File: src/rtl/nibble_add_seq.sv
// rtl/nibble_add_seq.sv - 16-bit add/subtract computed one nibble per cycle on a shared 4-bit adder
//
// Optional feature macro: NIBBLE_ADD_SEQ_SUB_EN (enables subtract mode via SUB)
//
// full_adder_4bit ports:
//   a, b      4-bit operands
//   cin       carry-in
//   s         4-bit sum
//   cout      carry-out
//
// nibble_add_seq ports:
//   clk       clock, rising edge
//   rst_n     synchronous active-low reset
//   in_valid  operand request
//   in_ready  operands can be accepted (IDLE)
//   A, B      16-bit operands
//   Cin       carry-in (add mode)
//   SUB       subtract request (used only with NIBBLE_ADD_SEQ_SUB_EN)
//   out_valid result available (DONE)
//   out_ready consumer takes the result
//   S         16-bit sum
//   Cout      carry-out of bit 15 (1 = no borrow when subtracting)
//   OVF       two's-complement overflow

module full_adder_4bit (
  input  logic [3:0] a,
  input  logic [3:0] b,
  input  logic       cin,
  output logic [3:0] s,
  output logic       cout
);

  logic [4:0] w_total;

  assign w_total = {1'b0, a} + {1'b0, b} + {4'b0000, cin};
  assign s       = w_total[3:0];
  assign cout    = w_total[4];

endmodule

module nibble_add_seq (
  input  logic        clk,
  input  logic        rst_n,
  input  logic        in_valid,
  output logic        in_ready,
  input  logic [15:0] A,
  input  logic [15:0] B,
  input  logic        Cin,
  input  logic        SUB,
  output logic        out_valid,
  input  logic        out_ready,
  output logic [15:0] S,
  output logic        Cout,
  output logic        OVF
);

  typedef enum logic [1:0] {
    IDLE = 2'd0,
    CALC = 2'd1,
    DONE = 2'd2
  } state_t;

  state_t      r_state;
  logic [1:0]  r_idx;
  logic [15:0] r_a;
  logic [15:0] r_b;      // B or ~B, fixed at acceptance
  logic        r_carry;
  logic [15:0] r_s;
  logic        r_cout;
  logic        r_ovf;
  logic        r_in_ready;
  logic        r_out_valid;

  logic        w_sub;
  logic [15:0] w_bop;
  logic        w_cin;
  logic [3:0]  w_a_nib;
  logic [3:0]  w_b_nib;
  logic [3:0]  w_sum;
  logic        w_cout;

`ifdef NIBBLE_ADD_SEQ_SUB_EN
  assign w_sub = SUB;
`else
  // SUB stays on the port list so both builds share one interface.
  assign w_sub = SUB & 1'b0;
`endif

  // Subtract is A + ~B + 1; the caller's Cin is ignored in that mode.
  assign w_bop = w_sub ? ~B : B;
  assign w_cin = w_sub ? 1'b1 : Cin;

  assign w_a_nib = r_a[{r_idx, 2'b00} +: 4];
  assign w_b_nib = r_b[{r_idx, 2'b00} +: 4];

  full_adder_4bit u_fa (
    .a    (w_a_nib),
    .b    (w_b_nib),
    .cin  (r_carry),
    .s    (w_sum),
    .cout (w_cout)
  );

  always_ff @(posedge clk) begin
    if (!rst_n) begin
      r_state     <= IDLE;
      r_idx       <= 2'd0;
      r_a         <= 16'h0000;
      r_b         <= 16'h0000;
      r_carry     <= 1'b0;
      r_s         <= 16'h0000;
      r_cout      <= 1'b0;
      r_ovf       <= 1'b0;
      r_in_ready  <= 1'b0;
      r_out_valid <= 1'b0;
    end else begin
      case (r_state)
        IDLE: begin
          if (r_in_ready && in_valid) begin
            r_a        <= A;
            r_b        <= w_bop;
            r_carry    <= w_cin;
            r_idx      <= 2'd0;
            r_s        <= 16'h0000;
            r_in_ready <= 1'b0;
            r_state    <= CALC;
          end else begin
            // First cycle out of reset raises in_ready here.
            r_in_ready <= 1'b1;
          end
        end
        CALC: begin
          r_s[{r_idx, 2'b00} +: 4] <= w_sum;
          r_carry <= w_cout;
          r_idx   <= r_idx + 2'd1;
          if (r_idx == 2'd3) begin
            r_cout      <= w_cout;
            // Overflow uses the freshly computed top bit (w_sum[3]).
            r_ovf       <= (r_a[15] == r_b[15]) && (w_sum[3] != r_a[15]);
            r_out_valid <= 1'b1;
            r_state     <= DONE;
          end
        end
        DONE: begin
          if (out_ready) begin
            r_out_valid <= 1'b0;
            r_in_ready  <= 1'b1;
            r_state     <= IDLE;
          end
        end
        default: begin
          r_state     <= IDLE;
          r_in_ready  <= 1'b0;
          r_out_valid <= 1'b0;
        end
      endcase
    end
  end

  assign in_ready  = r_in_ready;
  assign out_valid = r_out_valid;
  assign S         = r_s;
  assign Cout      = r_cout;
  assign OVF       = r_ovf;

endmodule
File: config.mk
export PLATFORM = sky130hd
export DESIGN_NAME = nibble_add_seq
export DESIGN_NICKNAME = d
export VERILOG_FILES = /design/src/rtl/nibble_add_seq.sv
export SDC_FILE = /design/constraint.sdc
export NUM_CORES = 1
export LEC_CHECK = 0
export BUFFER_PORTS_ARGS = -buffer_cell sky130_fd_sc_hd__buf_4
export CORE_MARGIN = 2
export CORE_UTILIZATION = 57
export CTS_BUF_LIST = sky130_fd_sc_hd__clkbuf_16
export DETAILED_ROUTE_END_ITERATION = 12
export PLACE_DENSITY = 0.84
export SLEW_MARGIN = 30
export SYNTH_ARGS = -nofsm -noshare
export SYNTH_HDL_FRONTEND = slang
export SYNTH_SLANG_ARGS = --single-unit
export TNS_END_PERCENT = 20
File: constraint.sdc
create_clock -name clk -period 5.4 [get_ports clk]
set_clock_uncertainty 0.05 [all_clocks]
set_input_delay 0.27 -clock clk [delete_from_list [all_inputs] [get_ports clk]]
set_output_delay 0.27 -clock clk [all_outputs]
set_load 0.005 [all_outputs]
# == Word level (Yosys, flattened, before mapping) ==
# Cells that the tools add are included.
# word_totals
out_inout_bits,20
word_cells,55
input_bits,38
register_bits,57
# op_classes
reduce_logical,10
bitwise,2
n_mux,17
eq_ne,8
shifts,4
add_sub_neg,4
# ops
operator,n
$pmux 16 s2,1
$shiftx 16x5->4,2
$bwmux 16,1
$mux 16,1
$shift 4x6->16 const A,1
$shiftx 4x6->16,1
$mux 2,4
$reduce_and 2->1,4
$ne 2x2->1 const B,3
$neg 4->6,1
$pmux 1 s3,2
$pmux 2 s3,1
$reduce_and 3->1,2
$add 4x4->5,1
$add 5x1->5,1
$mux 1,5
$eq 2x2->1 const B,2
$pmux 2 s2,1
$add 2x1->2 const B,1
$eq 2x1->1 const B,1
$logic_and 1x1->1,2
$logic_not 2->1,1
$not 1->1,2
$pmux 1 s2,1
other kinds (3),3

# == Depth between registers and ports, before layout ==
# depth
word_depth,6
ltp_mapped,9

# == Cells and area by module ==
# A second synthesis with hierarchy kept.
# unflattened
hier_cells,283
area_unflattened_um2,2524.9
# modules_own_cells
module,area_per_inst_um2,instances,cells_each
nibble_add_seq,2381.0,1,267
full_adder_4bit,143.9,1,16

# == Worst setup path before layout ==
# No wires, ideal clock.
# synth_path
kind,reg-to-reg
from,register r_idx[0]
to,register r_ovf (netlist: OVF)
setup_ns,0.074
path_stages_with_launch,8
arrival_ns,2.688
path_slack_ns,2.588
path_cell_list,dfxtp_1 -> buf_2 -> mux4_2 -> fa_1 -> a211o_1 -> and2_4 -> or4_1 -> a31oi_1
# synth_between
elab_chain_len,5
word_cells_on_any_way,8
classes_between,2 x add/sub; 2 x eq/ne; 2 x shift; 2 x reduce/logical
# synth_rtl
item,line_no,source
from (decl),64,logic [1:0] r_idx;
from (signal assigned),135,r_idx <= r_idx + 2'd1;
$shiftx 16x5->4 (on tied branches),"93, 94",
$add 4x4->5,35,"assign w_total = {1'b0, a} + {1'b0, b} + {4'b0000, cin};"
$add 5x1->5,35,
$ne 1x1->1,139,r_ovf <= (r_a[15] == r_b[15]) && (w_sum[3] != r_a[15]);
$logic_and 1x1->1,139,
to (signal assigned),139,
to (decl),70,logic r_ovf;
# Several ways; a longest one is shown, not always the timed one.
# A chain may end at the register's enable or synchronous reset.

# == Worst setup path in the final report ==
# Same ends and word-level chain as after synthesis.

==> metrics.txt <==
Comb pwr share=0.096; worst-case clock buffer depth=2; DRC violations left=0; Sw Ratio=0.230; Slew Viols, Final=0; Crit Reg-Reg Startpoint=r_idx[0]; top layer in use=met4; cts-stage hold buffer count=0; Synth Instances=288; Post-Synth XOR/XNOR Area=0.00344; nets@finish=386; Routed Antenna Nets=0; min cycle time layout=3.10 ns; commonest non-fill, non-tap cell in the layout=nand2_1; Distinct cells, synth=40; syn_area_per_cell=8.85 um2; crit-path max FO=15; diode count=0; Total Power=1150 uW; post-synthesis mux area share=0.0707; CTS tree=yes; met2 WL=2910 um; status=completed; depth of the most critical reg-to-reg path=6; share of post-route cells with drive strength above 1=0.253; IO Port Bufs=56; Final Hold Fails=0; Reg-to-Reg End=OVF; Synth Area in Simple Gates=0.206; TritonRoute pass-1 iters=4; final instance area=3290 um2; yosys warns=0; wire length per cell=14.9 um; Area Overhead vs Synth=29.0%; max-cap viol count=0; biggest area consumer among synthesized cells=dfxtp_1; Post-Synth Adder-Cell Area=0.0501; first-pass GRT wire length=9890 um; Clk pwr share=0.512; Mapped Area=2550 um2; DP HPWL=3840 um; largest family of logic cells by synthesized area=simple AND/OR/NAND/NOR gates; number of synthesized flops with an enable pin=0; vias in the first global route=2,112; Worst Setup Path Type=flop to flop; Power per Cell Area=350 nW/um2; DR vias/cell=5.62; vias=2,224; VDD IR-drop max=0.210 mV; sequential cell area fraction in the yosys report=0.448; ys flop type=dfxtp_1; Core ar.=4320 um2; period utilization=0.575; Util after Layout=0.760; Yosys top cell area share=0.448; register-to-register setup slack=2.30 ns; top area cells in the synthesized netlist=dfxtp_1, nand2_1, mux4_2; crit end category=flop; pin count of the biggest net entering global routing=41; clock buffer count from CTS=9; H-Tree Depth=3; I/O pin count=58; Mapped Nets=335; Metal-1 WL=2490 um; commonest cells after routing, fill and taps aside=nand2_1, buf_4, dfxtp_1, a21oi_1, nor2_1; Sink Count=57; internal cell power=887 uW; placed instance area=2980 um2; unrepaired setup endpoints after global routing=no; Worst Hold Class=input port to flop; GP Congestion=0.849; Fmax=0.322 GHz; worst skew pair latency=0.33 ns; post_cts resized=0; die area=5020 um2; Net Switching=264 uW; Yosys reg bits=57; GRT Total Usage=0.255; Slew headroom=0.500; register share of total power=0.392; Fin Hold WS=0.137 ns; crit path DAT=3.31 ns; Synth async-reset ratio=0; worst endpoint required time=5.61 ns; P_leak=0.00130 uW; Compound-Gate Fraction of Synth Area=0.174; grt ovf=0; CTS root buffer=clkbuf_16; die height=70.9 um; initial core utilization=0.589; CTS clock-pin slew for the worst setup and hold paths=0.05 ns; Routed WL=5900 um; Worst Setup Start Kind=flop; Starting DRT DRC Count=218; CP startpoint=r_idx[0]; # setup viols final=0; Worst-Margin Slew=0.750 ns; met3 WL=344 um; initial antenna violation count=0; post-CTS setup buffer count=0; die width=70.9 um; standard-cell rows=24; Setup Total Neg Slack=0 ns; Setup crit end=OVF
==> cell usage after synthesis (3+ instances only) <==
cell type and instances:
nand2_1 72, dfxtp_1 57, a21oi_1 35, nor2_1 20, a22oi_1 12, clkbuf_1 11, inv_1 10, mux4_2 8
ha_1 7, a21o_1 5, nand3_1 4, o21ai_0 4, a31oi_1 3, a32oi_1 3, buf_2 3, buf_4 3
nand3b_1 3
==> power by group through the flow <==
stage | clock network [uW] | registers [uW] | logic (uW)
after floorplan | 0 | 452 | 75.4
after global placement | 0 | 459 | 104
after detailed placement | 0 | 460 | 108
after CTS | 594 | 451 | 110
after global routing | 618 | 453 | 123
final | 590 | 451 | 111
==> per-stage QoR <==
step	setup WS, ns	std cells
3_3_place_gp	2.30	379
6_report	2.30	396
5_1_grt	2.08	396
3_5_place_dp	2.29	380
2_1_floorplan	2.59	288
4_1_cts	2.26	396
==> registers in the layout, indices dropped and copies added, names as in the netlist <==
name       flops
Cout           1
OVF            1
S             16
in_ready       1
out_valid      1
r_a           16
r_b           16
r_carry        1
r_idx          2
r_state        2
==> routing by layer <==
| metal | GRT usage | up-vias |
|---|---|---|
| met1 | 0.331 | 1033 |
| met2 | 0.395 | 74 |
| met3 | 0.0783 | 19 |
| met4 | 0.115 | 0 |
| li1 | - | 1098 |
| met5 | 0 | - |
==> worst max-delay path, cell delays in order, from the launching register on <==
cell and delay [ns]:
dfxtp_1 0.80, mux4_2 0.62, fa_1 0.46, a211o_1 0.31, and2_4 0.15, or4_1 0.46, a31oi_1 0.17
==> logic make-up (layout without fill, tap and decap cells) <==
family,Yosys count,after routing
xor+xnor,1,1
flops,57,57
compound gates,71,71
simple gates,113,113
buf+inv,29,85
mux,8,8
fa+ha+maj,9,9
==> layout make-up <==
class	count	area [um2]
Clock buffer	9	225
Clock inverter	7	85.1
Fill cell	304	1040
Inverter	10	37.5
Multi-Input combinational cell	202	1280
Sequential cell	57	1140
Tap cell	52	65.1
Timing Repair Buffer	59	450
==> how the worst min path moves through the flow <==
stage	start	end	slack [ns]	cells after the start
after floorplan	A[0]	r_a[0]	0.36	2
after global placement	r_b[1]	r_b[1]	0.39	2
after detailed placement	r_b[13]	r_b[13]	0.40	2
after CTS	B[9]	r_b[9]	0.13	3
after global routing	B[13]	r_b[13]	0.14	3
final	A[15]	r_a[15]	0.14	3
Note: power is estimated with default switching activity, not from simulation.
